**src/rtl/fir_mca_accumulator.sv**
```systemverilog
// ---------------------------------------------------------------------------
// FIR_pkg / fir_mca_accumulator
//
// Purpose
//   Multi-cycle adder that sits right after the FIR lookup stage. When a
//   request is accepted it captures all N_TERMS signed partial products and
//   reduces them to a single signed sum, adding ADDS_PER_CYCLE terms per
//   clock. This trades throughput for a much smaller adder tree in the
//   downsampled estimator datapath.
//
// Ports
//   clk_i      : clock, rising edge
//   rst_ni     : asynchronous active-low reset
//   start_i    : request a new sum (only honoured while idle)
//   terms_i    : N_TERMS partial products, term j at [j*IN_W +: IN_W]
//   busy_o     : high while the adder is working through the terms
//   valid_o    : one-cycle pulse, result_o carries a freshly finished sum
//   result_o   : signed sum of all terms, held until the next sum completes
//   overrun_o  : one-cycle pulse, a start_i arrived while busy and was dropped
// ---------------------------------------------------------------------------

package FIR_pkg;
    typedef enum logic {
        MCA_IDLE,
        MCA_ADDING
    } state_mca_e;
endpackage

module fir_mca_accumulator
    import FIR_pkg::*;
#(
    parameter  int N_TERMS        = 64,
    parameter  int IN_W           = 16,
    parameter  int ADDS_PER_CYCLE = 8,
    localparam int OUT_W          = IN_W + $clog2(N_TERMS)
) (
    input  logic                     clk_i,
    input  logic                     rst_ni,
    input  logic                     start_i,
    input  logic [N_TERMS*IN_W-1:0]  terms_i,
    output logic                     busy_o,
    output logic                     valid_o,
    output logic [OUT_W-1:0]         result_o,
    output logic                     overrun_o
);

    localparam int N_CYC     = (N_TERMS + ADDS_PER_CYCLE - 1) / ADDS_PER_CYCLE;
    // The operand register is padded with zero terms up to a whole number of
    // chunks, so the last chunk needs no special casing for missing terms.
    localparam int PAD_TERMS = N_CYC * ADDS_PER_CYCLE;
    localparam int CNT_W     = (N_CYC > 1) ? $clog2(N_CYC) : 1;
    localparam logic [CNT_W-1:0] LAST_CNT = CNT_W'(N_CYC - 1);

    state_mca_e                 state_q;
    state_mca_e                 state_d;
    logic                       accept;
    logic                       finish;
    logic [CNT_W-1:0]           cnt_q;
    logic [PAD_TERMS*IN_W-1:0]  operand_q;
    logic signed [OUT_W-1:0]    acc_q;
    logic signed [OUT_W-1:0]    chunk_sum;
    logic signed [OUT_W-1:0]    next_acc;
    logic signed [IN_W-1:0]     term;
    logic [OUT_W-1:0]           result_q;
    logic                       valid_q;
    logic                       overrun_q;

    // State register for the idle/adding controller.
    always_ff @(posedge clk_i or negedge rst_ni) begin
        if (!rst_ni) begin
            state_q <= MCA_IDLE;
        end else begin
            state_q <= state_d;
        end
    end

    // Next-state logic. A request is only taken while idle; the adding phase
    // always runs the full N_CYC chunks and then drops straight back to idle,
    // so a start in the valid_o cycle is accepted immediately.
    always_comb begin
        state_d = state_q;
        accept  = 1'b0;
        finish  = 1'b0;
        case (state_q)
            MCA_IDLE: begin
                if (start_i) begin
                    state_d = MCA_ADDING;
                    accept  = 1'b1;
                end
            end
            MCA_ADDING: begin
                if (cnt_q == LAST_CNT) begin
                    state_d = MCA_IDLE;
                    finish  = 1'b1;
                end
            end
            default: begin
                state_d = MCA_IDLE;
            end
        endcase
    end

    // Sum of the chunk selected by the counter. Each term is sign-extended to
    // the full result width before adding, so no intermediate can overflow.
    always_comb begin
        chunk_sum = '0;
        term      = '0;
        for (int i = 0; i < ADDS_PER_CYCLE; i++) begin
            term      = operand_q[(int'(cnt_q) * ADDS_PER_CYCLE + i) * IN_W +: IN_W];
            chunk_sum = chunk_sum + OUT_W'(term);
        end
        next_acc = acc_q + chunk_sum;
    end

    // Datapath: capture operands on acceptance, accumulate one chunk per
    // adding cycle, and publish the final sum with a single-cycle valid pulse.
    // Overrun flags a start that arrived while busy; it never disturbs the
    // sum in progress.
    always_ff @(posedge clk_i or negedge rst_ni) begin
        if (!rst_ni) begin
            cnt_q     <= '0;
            operand_q <= '0;
            acc_q     <= '0;
            result_q  <= '0;
            valid_q   <= 1'b0;
            overrun_q <= 1'b0;
        end else begin
            valid_q   <= finish;
            overrun_q <= (state_q == MCA_ADDING) && start_i;
            if (accept) begin
                operand_q <= (PAD_TERMS*IN_W)'(terms_i);
                acc_q     <= '0;
                cnt_q     <= '0;
            end else if (state_q == MCA_ADDING) begin
                acc_q <= next_acc;
                if (finish) begin
                    result_q <= next_acc;
                    cnt_q    <= '0;
                end else begin
                    cnt_q <= cnt_q + 1'b1;
                end
            end
        end
    end

    assign busy_o    = (state_q == MCA_ADDING);
    assign valid_o   = valid_q;
    assign result_o  = result_q;
    assign overrun_o = overrun_q;

endmodule

```
**config.mk**
```make
export PLATFORM = sky130hd
export DESIGN_NAME = fir_mca_accumulator
export DESIGN_NICKNAME = d
export VERILOG_FILES = /design/src/rtl/fir_mca_accumulator.sv
export SDC_FILE = /design/constraint.sdc
export NUM_CORES = 2
export LEC_CHECK = 0
export ABC_AREA = 0
export CORE_ASPECT_RATIO = 0.5
export CORE_MARGIN = 2
export CORE_UTILIZATION = 35
export DETAILED_ROUTE_END_ITERATION = 16
export DONT_BUFFER_PORTS = 1
export GPL_TIMING_DRIVEN = 0
export PLACE_DENSITY = 0.57
export SKIP_LAST_GASP = 1
export SLEW_MARGIN = 20
export SYNTH_ARGS = -nofsm -noshare
export SYNTH_HDL_FRONTEND = slang
export SYNTH_SLANG_ARGS = --single-unit
```
**constraint.sdc**
```tcl
create_clock -name clk_i -period 7.9 [get_ports clk_i]
set_clock_uncertainty 0.15 [all_clocks]
set_input_delay 1.975 -clock clk_i [delete_from_list [all_inputs] [get_ports clk_i]]
set_output_delay 1.975 -clock clk_i [all_outputs]
set_load 0.05 [all_outputs]
```
# Yosys cells after proc, flatten, opt, wreduce, memory -nomap -nowiden
# Index checks and enable logic that the tools add are counted.
# word_totals
ff_bits	1074
in_bits	1027
output_inout_bits	25
word_cells	48
# op_classes
addsub	16
n_eq_ne	1
shifts	8
muxes	11
bitwise	2
n_reduce_logical	3
# op_table
op	count
1024-bit by 12-bit indexed part select with 16-bit output	7
1024-bit by 11-bit indexed part select with 16-bit output	1
22-bit two-way mux	2
6-bit by 3-bit adder with 7-bit output (second input constant)	4
21-bit by 16-bit adder with 22-bit output	1
22-bit by 16-bit adder with 22-bit output	1
22-bit adder	1
20-bit by 16-bit adder with 21-bit output	1
19-bit by 16-bit adder with 20-bit output	1
18-bit by 16-bit adder with 19-bit output	1
17-bit by 16-bit adder with 18-bit output	1
16-bit by 16-bit adder with 17-bit output	1
6-bit by 2-bit adder with 7-bit output (second input constant)	2
3-bit two-way mux	3
6-bit by 1-bit adder with 7-bit output (second input constant)	1
1-bit two-way mux	5
3-bit by 1-bit adder with 3-bit output (second input constant)	1
3-bit == test (second input constant)	1
3-bit AND reduction	1
1-bit inverter	2
1-bit one-hot mux with 2 select lines	1
2-bit nonzero test	1
1-bit logical AND	1

# Longest topological paths before layout
# logic_depth
ltp_word	12
mapped_depth	21
ltp_nobuf	17

# Worst setup path before layout
# Ideal clock, no wire load.
# synth_timing
path_kind	reg-to-reg
startpoint	register cnt_q[0]
endpoint	register result_q[16] (netlist: result_o[16])
setup_time_ns	0.125
t_arrival_ns	6.088
required_time_ns	7.625
path_slack_ns	1.537
path_stages_with_launch	20
path_cell_list	dfrtp_1 buf_6 buf_2 buf_1 mux4_2 mux2_2 fa_1 fa_1 inv_1 fa_1 fa_1 inv_1 ha_1 fa_1 a21o_1 a21oi_1 o21a_1 o21ai_0 o311a_1 mux2_2
# synth_between
elab_chain_len	10
elab_cells_between_ends	27
classes_between	add/sub (15); eq/ne (1); shift (8); mux (2); reduce/logical (1)
# synth_lines
item	line_no	rtl
start: declaration	58	logic [CNT_W-1:0] cnt_q;
start signal: assignment	140	cnt_q <= cnt_q + 1'b1;
6-bit by 1-bit adder with 7-bit output	109	term = operand_q[(int'(cnt_q) * ADDS_PER_CYCLE + i) * IN_W +: IN_W];
1024-bit by 12-bit indexed part select with 16-bit output	109	
16-bit by 16-bit adder with 17-bit output	110	chunk_sum = chunk_sum + OUT_W'(term);
17-bit by 16-bit adder with 18-bit output	110	
18-bit by 16-bit adder with 19-bit output	110	
19-bit by 16-bit adder with 20-bit output	110	
20-bit by 16-bit adder with 21-bit output	110	
21-bit by 16-bit adder with 22-bit output	110	
22-bit by 16-bit adder with 22-bit output	110	
22-bit adder	112	next_acc = acc_q + chunk_sum;
end signal: assignment	137	result_q <= next_acc;
end: declaration	64	logic [OUT_W-1:0] result_q;
# Several ways; a longest one is shown, not always the timed one.
# A chain may end at the register's enable or synchronous reset.

# Worst setup path in the final report
# layout_timing
startpoint	register cnt_q[0]
endpoint	register acc_q[21]
# layout_between
elab_chain_len	12
elab_cells_between_ends	25
classes_between	add/sub (15); shift (8); mux (2)
# layout_lines
item	line_no	rtl
6-bit by 1-bit adder with 7-bit output	109	
1024-bit by 12-bit indexed part select with 16-bit output	109	
16-bit by 16-bit adder with 17-bit output	110	
17-bit by 16-bit adder with 18-bit output	110	
18-bit by 16-bit adder with 19-bit output	110	
19-bit by 16-bit adder with 20-bit output	110	
20-bit by 16-bit adder with 21-bit output	110	
21-bit by 16-bit adder with 22-bit output	110	
22-bit by 16-bit adder with 22-bit output (*)	110	
22-bit adder (*)	112	
22-bit two-way mux (*)	134	end else if (state_q == MCA_ADDING) begin
22-bit two-way mux (*)	130	if (accept) begin
end signal: assignment	135	acc_q <= next_acc;
end: declaration	60	logic signed [OUT_W-1:0] acc_q;
# Mark *: on every way between the ends. The rest lies on a longest branch, timed or not. The select of a mux whose other input is x is not followed.

==> metrics.md <==
| Metric | Value |
|---|---|
| CP Capture Type | flip-flop |
| Post-DP HPWL | 182,900 um |
| Final std cells w/o fill | 5,506 |
| Ys async rst share | 100.0% |
| Grt total ovfl | 0 |
| Insertion delay to the later sink of the worst-skew pair | 0.73 ns |
| CP top delay family | adder cells |
| Area after DPL | about 54,000 um2 |
| Syn Inst Count | roughly 3.2k |
| Final Max Slew Viols | 0 |
| Die W | about 550 um |
| Die ar. | ~150,000 um2 |
| R2R Setup Slk | between 0.2 and 0.25 ns |
| Sink Count | about 1.1k |
| Cells along the critical path | buf_6 > buf_2 > clkbuf_4 > buf_4 > mux4_2 > mux2i_1 > fa_1 > inv_1 > fa_1 > fa_1 > fa_1 > ha_1 > buf_2 > and3_1 > o2111ai_1 > o32a_1 > or3b_2 > a31oi_1 > o32ai_2 |
| Core Area | between 100,000 and 150,000 um2 |
| Root Buffer | clkbuf_16 |
| Sequential-to-total area share from yosys stat | 52.34% |
| Total Routing Usage GR | between 30% and 40% |
| Post-route cell area | a little under 60,000 um2 |
| Largest net degree at the start of global routing | ~1.1k |
| Status | finished clean |
| Yosys warning total | 0 |
| Initial Utilization | approximately a third |
| Syn_area_per_cell | 15.98 um2 |
| Io pins | roughly 1.1k |
| Post-route DRC | 0 |
| I/O Buffers | 0 |
| Hold crit path type | reg -> reg |
| WP buf/inv | 6 |
| Max stage delay on crit path | 0.80 ns |
| Setup crit start kind | flip-flop |
| Final Core Density | 39.99% |
| Actual slew at the worst max-slew pin | about 1.2 ns |
| Placement Setup Slack | -0.9143 ns |
| Crit path kind | reg -> reg |
| Dpl cells | roughly 5.2k |
| Syn Nets | roughly 4.4k |
| Final Hold Vio Count | 0 |
| First-pass GRT wire length | between 300,000 and 400,000 um |
| Area grow syn2layout | 13.44% |
| Synthesized flop and latch total | 1,074 |
| Violation count after the first detailed-routing iteration | around 3.4k |
| Vias in the first global route | 32.68k |
| Yosys cell types | 58 |
| Total number of vias | around 32k |
| Final Worst Setup Slack | 0.2315 ns |
| Final min period | 7.668 ns |
| Std cell rows | 99 |
| CP most frequent cell | fa_1 |
| Clock slew at reported path FFs | about 0.06 ns |
| Maximum clock rate | about 130 MHz |
| Final setup viols | 0 |
| DIE HEIGHT | between 200 and 300 um |
| Initial antenna violation count | roughly 180 |
| Iteration count of the initial detailed-routing pass | 5 |
| Post-route ant nets | 0 |
| Worst Path Max Fanout | 10 |
| Count of nets after finishing | between 4k and 5k |
| Post-CTS setup buffer count | 0 |
| Placer Congestion | between 0.9 and 1 |
| Fraction of layout cells with a size suffix above 1 | 49.43% |
| Num CTS Buffers | around 100 |
| Headroom to the max-slew limit | ~18% |
| Post-Route WL | ~230,000 um |
| Period Utilization, post-route | 97.07% |
| Post-synth EDFFs | 0 |
| Synthesized cell area | between 50,000 and 60,000 um2 |
| Number of max-cap violations | 0 |
| CTS H-Tree Depth | 3 |
| Drt via density | slightly below 6 |
| CP max stage cell | mux2i_1 |
| CTS tree | built |
| Most used DFF post-synth | dfrtp_1 |
| Hold buffers post-CTS | 0 |
| Drt wl/cell | between 40 and 50 um |
| Required time of the critical path | between 8 and 9 ns |
| Maximum root-to-sink buffer count | 3 |
| Worst Path Arrival | around 8.0 ns |
logic make-up (layout without fill, tap and decap cells):
kind of cell,Yosys count,after routing,share of synthesized area [%]
compound gates,93,93,1.304
mux,1423,1423,36.66
flops,1074,1074,52.34
xor+xnor,16,16,0.2997
buf+inv,349,558,2.714
other cells,0,114,0
simple gates,106,106,1.070
fa+ha+maj,153,153,5.614
flip-flops by register name, summed over array words and instances (netlist names):
signal	count
busy_o	1
result_o	22
overrun_o	1
valid_o	1
cnt_q	3
acc_q	22
operand_q	1024
per-layer routing:
metal  track usage (%)  vias to the layer above  wire (um)
li1                  -                    12130          -
met1             38.89                    17970      93540
met2             46.65                     1659     107600
met3             11.13                      489      23100
met4             12.30                       62       9409
met5                 0                        -        406
cells in the mapped netlist, types with 7 or more instances:
| cell type | n | share of area (%) |
|---|---|---|
| a21o_1 | 9 | 0.13 |
| a21oi_1 | 16 | 0.16 |
| buf_1 | 26 | 0.19 |
| buf_2 | 61 | 0.59 |
| clkbuf_1 | 116 | 0.85 |
| dfrtp_1 | 1074 | 52 |
| fa_1 | 129 | 5.0 |
| ha_1 | 24 | 0.58 |
| inv_1 | 145 | 1.1 |
| mux2_2 | 1098 | 24 |
| mux2i_1 | 68 | 1.3 |
| mux4_2 | 256 | 11 |
| nand2_1 | 33 | 0.24 |
| nand3_1 | 7 | 0.068 |
| nand4_1 | 10 | 0.12 |
| nor2_1 | 13 | 0.095 |
| nor3_1 | 13 | 0.13 |
| o21ai_0 | 16 | 0.16 |
| o31ai_1 | 11 | 0.16 |
| xnor2_1 | 11 | 0.19 |
area by class of cell:
cell class,instances,area [um2]
flip-flops and latches,1074,26880
diodes,114,285.3
fillers,13650,87420
well taps,1969,2464
multi-input cells,1791,23120
inverters,145,544.3
clock inverters,50,526.8
repair buffers,24,578.1
plain buffers,202,959.7
clock buffers,137,2894
metrics by stage:
step | setup TNS, ns | hold slack (ns)
after floorplan | 0 | 0.3252
after global placement | -47.96 | 0.3337
after detailed placement | -10.25 | 0.3406
after CTS | 0 | 0.3553
after global routing | -0.002914 | 0.3617
final | 0 | 0.3523
cell usage in the layout (no fill, tap or decap), drive strengths merged, types with 3 or more instances in the layout:
cell	netlist	final
and3	5	5
a31oi	5	5
clkinvlp	0	8
bufinv	0	7
o21a	4	4
a21oi	16	16
xor2	4	4
nand4	10	10
nand2	33	33
mux2i	69	69
a211oi	3	3
a2111oi	3	3
o31ai	12	12
nor3b	3	3
clkinv	0	28
mux2	1098	1098
nor3	13	13
ha	24	24
fa	129	129
nor2b	4	4
nand3b	5	5
o21ai	16	16
a2111o	5	5
nand3	7	7
xnor2	11	11
buf	88	109
a21o	9	9
clkbuf	116	252
nor2	13	13
diode	0	114
mux4	256	256
dfrtp	1074	1074
inv	145	152
nand2b	3	3
path summary, 6_finish.rpt:
path,endpoint,from,cells after the start
setup / recovery,acc_q[21],cnt_q[0],19
hold / removal,operand_q[824],operand_q[824],1
setup reg to reg,acc_q[21],cnt_q[0],19
hold reg to reg,operand_q[824],operand_q[824],1
max in group asynchronous,operand_q[903],rst_ni,4
min in group asynchronous,operand_q[214],rst_ni,0
what timing repair did:
action                                  CTS  global route
endpoints found under the setup margin   24            18
endpoints found under the hold margin     0             0
resized for setup                        17            15
Power is not shown: default switching activity piles up to over one toggle a cycle in this logic, so the estimate is an artifact.
